## src/rtl/cska_pkg.sv

```systemverilog
// Shared definitions for the carry-skip adder slice and its word-serial sequencer.
package cska_pkg;

  // Sequencer state encoding
  localparam logic [1:0] ST_IDLE = 2'd0;
  localparam logic [1:0] ST_RUN  = 2'd1;
  localparam logic [1:0] ST_DONE = 2'd2;

  typedef enum logic [1:0] {
    IDLE = ST_IDLE,
    RUN  = ST_RUN,
    DONE = ST_DONE
  } state_e;

  // Chunk counter width: enough to hold CHUNKS-1, never narrower than one bit
  function automatic int unsigned cnt_width(input int unsigned chunks);
    return (chunks <= 1) ? 1 : $clog2(chunks);
  endfunction

endpackage

```

## src/rtl/cska_top.sv

```systemverilog
// N-bit carry-skip adder slice: ripple inside each skip block, and a block whose
// bits all propagate passes its incoming carry straight to the next block.
module cska_top #(
  parameter int unsigned N          = 4,
  parameter int unsigned BLOCK_SIZE = 2
) (
  input  logic [N-1:0] a,
  input  logic [N-1:0] b,
  input  logic         cin,
  output logic [N-1:0] sum,
  output logic         cout
);

  localparam int unsigned NB = N / BLOCK_SIZE;

  // Block-wise ripple with skip multiplexer on each block's carry-out
  always_comb begin
    logic carry;
    logic blk_cin;
    logic blk_p;
    logic p;
    sum     = '0;
    carry   = cin;
    blk_cin = 1'b0;
    blk_p   = 1'b0;
    p       = 1'b0;
    for (int k = 0; k < int'(NB); k++) begin
      blk_cin = carry;
      blk_p   = 1'b1;
      for (int j = 0; j < int'(BLOCK_SIZE); j++) begin
        p = a[k*BLOCK_SIZE + j] ^ b[k*BLOCK_SIZE + j];
        sum[k*BLOCK_SIZE + j] = p ^ carry;
        carry = (a[k*BLOCK_SIZE + j] & b[k*BLOCK_SIZE + j]) | (p & carry);
        blk_p = blk_p & p;
      end
      carry = blk_p ? blk_cin : carry;
    end
    cout = carry;
  end

endmodule

```

## src/rtl/cska_serial_ctrl.sv

```systemverilog
// Word-serial wide adder: one N-bit carry-skip slice reused over CHUNKS cycles,
// least-significant chunk first, with the chunk carry held in carry_r.
module cska_serial_ctrl
  import cska_pkg::*;
#(
  parameter int unsigned N          = 4,
  parameter int unsigned BLOCK_SIZE = 2,
  parameter int unsigned CHUNKS     = 4
) (
  input  logic                  clk,
  input  logic                  rst,
  input  logic                  in_valid,
  output logic                  in_ready,
  input  logic [N*CHUNKS-1:0]   a,
  input  logic [N*CHUNKS-1:0]   b,
  input  logic                  cin,
  output logic                  out_valid,
  input  logic                  out_ready,
  output logic [N*CHUNKS-1:0]   sum,
  output logic                  cout
);

  localparam int unsigned WIDE = N * CHUNKS;
  localparam int unsigned CW   = cnt_width(CHUNKS);

  state_e          state;
  logic [WIDE-1:0] a_sh;
  logic [WIDE-1:0] b_sh;
  logic [WIDE-1:0] sum_sh;
  logic            carry_r;
  logic [CW-1:0]   cnt;
  logic [N-1:0]    slice_sum;
  logic            slice_cout;

  cska_top #(
    .N          (N),
    .BLOCK_SIZE (BLOCK_SIZE)
  ) u_slice (
    .a    (a_sh[N-1:0]),
    .b    (b_sh[N-1:0]),
    .cin  (carry_r),
    .sum  (slice_sum),
    .cout (slice_cout)
  );

  // Result is read straight from the accumulated registers
  assign sum  = sum_sh;
  assign cout = carry_r;

  // Sequencer: state, handshake flags, chunk counter and shift registers
  always_ff @(posedge clk or posedge rst) begin
    if (rst) begin
      state     <= IDLE;
      in_ready  <= 1'b1;
      out_valid <= 1'b0;
      a_sh      <= '0;
      b_sh      <= '0;
      sum_sh    <= '0;
      carry_r   <= 1'b0;
      cnt       <= '0;
    end else begin
      case (state)
        IDLE: begin
          if (in_valid) begin
            a_sh     <= a;
            b_sh     <= b;
            carry_r  <= cin;
            cnt      <= '0;
            state    <= RUN;
            in_ready <= 1'b0;
          end
        end
        RUN: begin
          sum_sh  <= WIDE'({slice_sum, sum_sh} >> N);
          a_sh    <= a_sh >> N;
          b_sh    <= b_sh >> N;
          carry_r <= slice_cout;
          if (cnt == CW'(CHUNKS - 1)) begin
            state     <= DONE;
            out_valid <= 1'b1;
          end else begin
            cnt <= cnt + CW'(1);
          end
        end
        DONE: begin
          if (out_ready) begin
            state     <= IDLE;
            out_valid <= 1'b0;
            in_ready  <= 1'b1;
          end
        end
        default: begin
          state     <= IDLE;
          out_valid <= 1'b0;
          in_ready  <= 1'b1;
        end
      endcase
    end
  end

endmodule

```

## config.mk

```make
export PLATFORM = sky130hd
export DESIGN_NAME = cska_serial_ctrl
export DESIGN_NICKNAME = d
export VERILOG_FILES = /design/src/rtl/cska_pkg.sv /design/src/rtl/cska_top.sv /design/src/rtl/cska_serial_ctrl.sv
export SDC_FILE = /design/constraint.sdc
export NUM_CORES = 1
export LEC_CHECK = 0
export ABC_AREA = 1
export CAP_MARGIN = 20
export CELL_PAD_IN_SITES_DETAIL_PLACEMENT = 1
export CELL_PAD_IN_SITES_GLOBAL_PLACEMENT = 2
export CORE_MARGIN = 2
export CORE_UTILIZATION = 27
export DETAILED_ROUTE_END_ITERATION = 6
export PLACE_DENSITY_LB_ADDON = 0.1
export SYNTH_ARGS = -nofsm -noshare
export SYNTH_HDL_FRONTEND = slang
export SYNTH_SLANG_ARGS = --single-unit
```

## constraint.sdc

```tcl
create_clock -name clk -period 2.29 [get_ports clk]
set_input_delay 0.3435 -clock clk [delete_from_list [all_inputs] [get_ports clk]]
set_output_delay 0.3435 -clock clk [all_outputs]
set_load 0.01 [all_outputs]
```

==> run_results.csv <==
group,metric,value,unit
sta,fin_ws,127,ps
grt,overflow,0,
logic_synthesis,synth.cell_area,2580,µm²
grt,antenna_found_initial,0,
clocking,clk_pin_slew,100,ps
clocking,tritoncts,"built",
sta,slew_viol_final,0,
layout,multi_input_area,973,µm²
sta,setup_viol,0,
layout,post-route-util,0.366,
clocking,clockBufferDepth,2,
floorplan,die_w,102,µm
min_path,holdCritPathClass,"in -> async",
grt,grt_max_degree,53,
grt,grt.total_usage,0.127,
placed_design,post_dp_cell_area,3260,µm²
sta,skew,4.29,ps
sta,fmax,0.462,GHz
setup_path,critPathArrivalTime,2410,ps
grt,first_global_vias,2103,
clocking,root_buffer,"clkbuf_8",
logic_synthesis,synth.avg_cell_area,8.49,µm²
logic_synthesis,synth_mux_area_frac,0,
logic_synthesis,yosysUniqueCellTypes,22,
clocking,cts_made_buffers,5,
routing,wirelength,6.04,mm
layout,drive_gt1_frac,0.0886,
routing,drc_errors,0,
sta,finalCritPeriodShare,0.945,
power_and_ir_drop,fin_total_pwr,4.44,mW
clocking,clock_latency,310,ps
logic_synthesis,yosys.area_share.simple,0.172,
layout,finalNonFillerCells,490,
logic_synthesis,synth_fp_nets,350,
logic_synthesis,synth_top_family_by_area,"simple AND/OR/NAND/NOR gates",
logic_synthesis,yosysSeqAreaShare,0.534,
logic_synthesis,synth-compound-area-share,0.143,
layout,seqCellArea,1380,µm²
logic_synthesis,synth_ff_type,"dfrtp_1",
outcome,status,"completed",
sta,hold_viol_final,0,
sta,fin_tns_setup,0,ps
routing,drtPass1Iterations,4,
sta,relSlewSlack,0.437,
routing,wl_per_cell,12.3,µm
logic_synthesis,async_reset_ff_frac,1.00,
logic_synthesis,syn_inst,304,
clocking,holdBufCountCts,0,
logic_synthesis,synth_xor_xnor_area_share,0,
logic_synthesis,ys_ff_latch,55,
clocking,cts_sinks,55,
floorplan,core,9240,µm²
clocking,htree_levels,2,
floorplan,die-area,10400,µm²
logic_synthesis,synthAdderAreaFrac,0.0553,
logic_synthesis,yosys_warnings,0,
placed_design,port_buffers,55,
setup_path,worstSetupStartpointType,"flip-flop",
placed_design,placed_cells,480,
sta,whs,391,ps
floorplan,rows,35,
layout,fillCellCount,1104,
floorplan,io_pins,56,
routing,drt_iter0_markers,70,
setup_path,r2r_cells,12,
logic_synthesis,synth_edf_count,0,
floorplan,die_h,102,µm
layout,final_cell_area,3380,µm²
floorplan,initial_core_util,0.279,
placed_design,dp_slack,-3.95,ps
power_and_ir_drop,ir_drop,0.000405,V
sta,final.min_clock_period,2160,ps
flow_run,drv_cap,0,
power_and_ir_drop,cellPowerDensity,1310,nW/µm²
layout,nets,406,
placed_design,hpwlAfterDp,4.11,mm
grt,grt_first_pass_wirelength,10.2,mm
setup_path,crit_required,2540,ps
setup_path,endpoint_kind,"flip-flop",
sta,worstMarginPinSlew,843,ps
power_and_ir_drop,p_leak,1.57,nW
layout,syn_to_final_growth,31.1,%
routing,via_per_inst,4.26,
layout,diodes,0,
routing,detailroute.via_count,2085,
placed_design,gp_congestion,0.778,
setup_path,crit_type,"reg -> reg",
routing,antenna_left,0,
setup_path,critical_path.max_fanout,2,
Yosys cell counts (2+ instances only):
cell	instances	area (µm²)
buf_4	4	30.0
nand2_1	103	387
nand3_1	6	30.0
inv_2	3	11.3
fa_1	4	80.1
o211ai_1	5	37.5
buf_2	7	35.0
nor2_1	2	7.51
inv_1	42	158
dfrtp_1	54	1350
o21ai_1	22	110
ha_1	5	62.6
o21ai_0	38	190
logic make-up (layout without fill, tap and decap cells):
group,Yosys count,after routing
AND/OR/NAND/NOR,114,114
AO/OA/AOI/OAI,68,68
buffers and inverters,58,115
flip-flops,55,55
adder cells (fa/ha/maj),9,9
report_power, final:
part | internal, mW | switching [mW] | total (mW) | leakage (nW)
registers | 1.40 | 0.231 | 1.63 | 0.695
clock network | 0.215 | 0.330 | 0.545 | 0.0412
logic | 0.935 | 1.33 | 2.26 | 0.838
repair_timing:
action	CTS	global route
resized for setup	2	9
setup endpoints to repair	1	2
hold endpoints to repair	0	0
buffers inserted	1	1
pin swaps	0	1
worst paths after layout:
check	from	slack [ps]	to
max reg2reg	cout	130	cout
min reg2reg	in_ready	480	in_ready
min in group clk	in_ready	480	in_ready
max	cout	130	cout
min	rst	390	out_valid
max in group asynchronous	rst	1360	b_sh[5]
layout by cell type (no fill, tap or decap):
cell / synthesis / routed
clkdlybuf4s50_1: 0 / 55
dfrtp_1: 54 / 54
buf_4: 4 / 6
nand2_1: 103 / 101
nand3_1: 6 / 6
ha_1: 5 / 5
dfstp_2: 1 / 1
fa_2: 0 / 3
inv_2: 3 / 7
o21ai_0: 38 / 37
o21ai_4: 1 / 1
clkinvlp_4: 0 / 1
o21ai_1: 22 / 22
clkbuf_8: 0 / 5
a21oi_2: 1 / 2
buf_12: 0 / 1
fa_1: 4 / 1
inv_1: 42 / 38
nand3b_1: 1 / 1
nor3_1: 1 / 1
nand2_2: 1 / 3
o21ai_2: 0 / 1
o211ai_1: 5 / 5
clkbuf_1: 1 / 1
clkinv_2: 0 / 1
nor2_1: 2 / 2
layer usage:
metal | track usage | vias to the layer above | routed length (µm)
met1 | 0.160 | 986 | 2890
met3 | 0.0242 | 7 | 233
met4 | 0.0405 | 0 | 87
met5 | 0 | - | 0
met2 | 0.217 | 39 | 2830
li1 | - | 1053 | -
worst max-delay path, stage by stage, from the launching register on:
cell	delay, ps
dfrtp_1	370
inv_2	60
fa_1	420
inv_1	80
fa_2	190
nand2_2	60
nand2_2	60
fa_2	170
inv_1	50
fa_2	330
a21oi_2	130
nand2_1	80
a21oi_2	110
state kept, by name (all words and copies together) (netlist names):
name and cells:
cout 1, b_sh 16, a_sh 16, cnt 2, out_valid 1, in_ready 1
state 2, sum 16
area by class of cell:
class                           count  area share
Sequential cell                    55       0.407
Multi-Input combinational cell    191       0.288
Timing Repair Buffer               62       0.182
Inverter                           45      0.0499
Tap cell                          129      0.0477
Clock buffer                        6      0.0215
Clock inverter                      2     0.00370
Note: power is estimated with default switching activity, not from simulation.
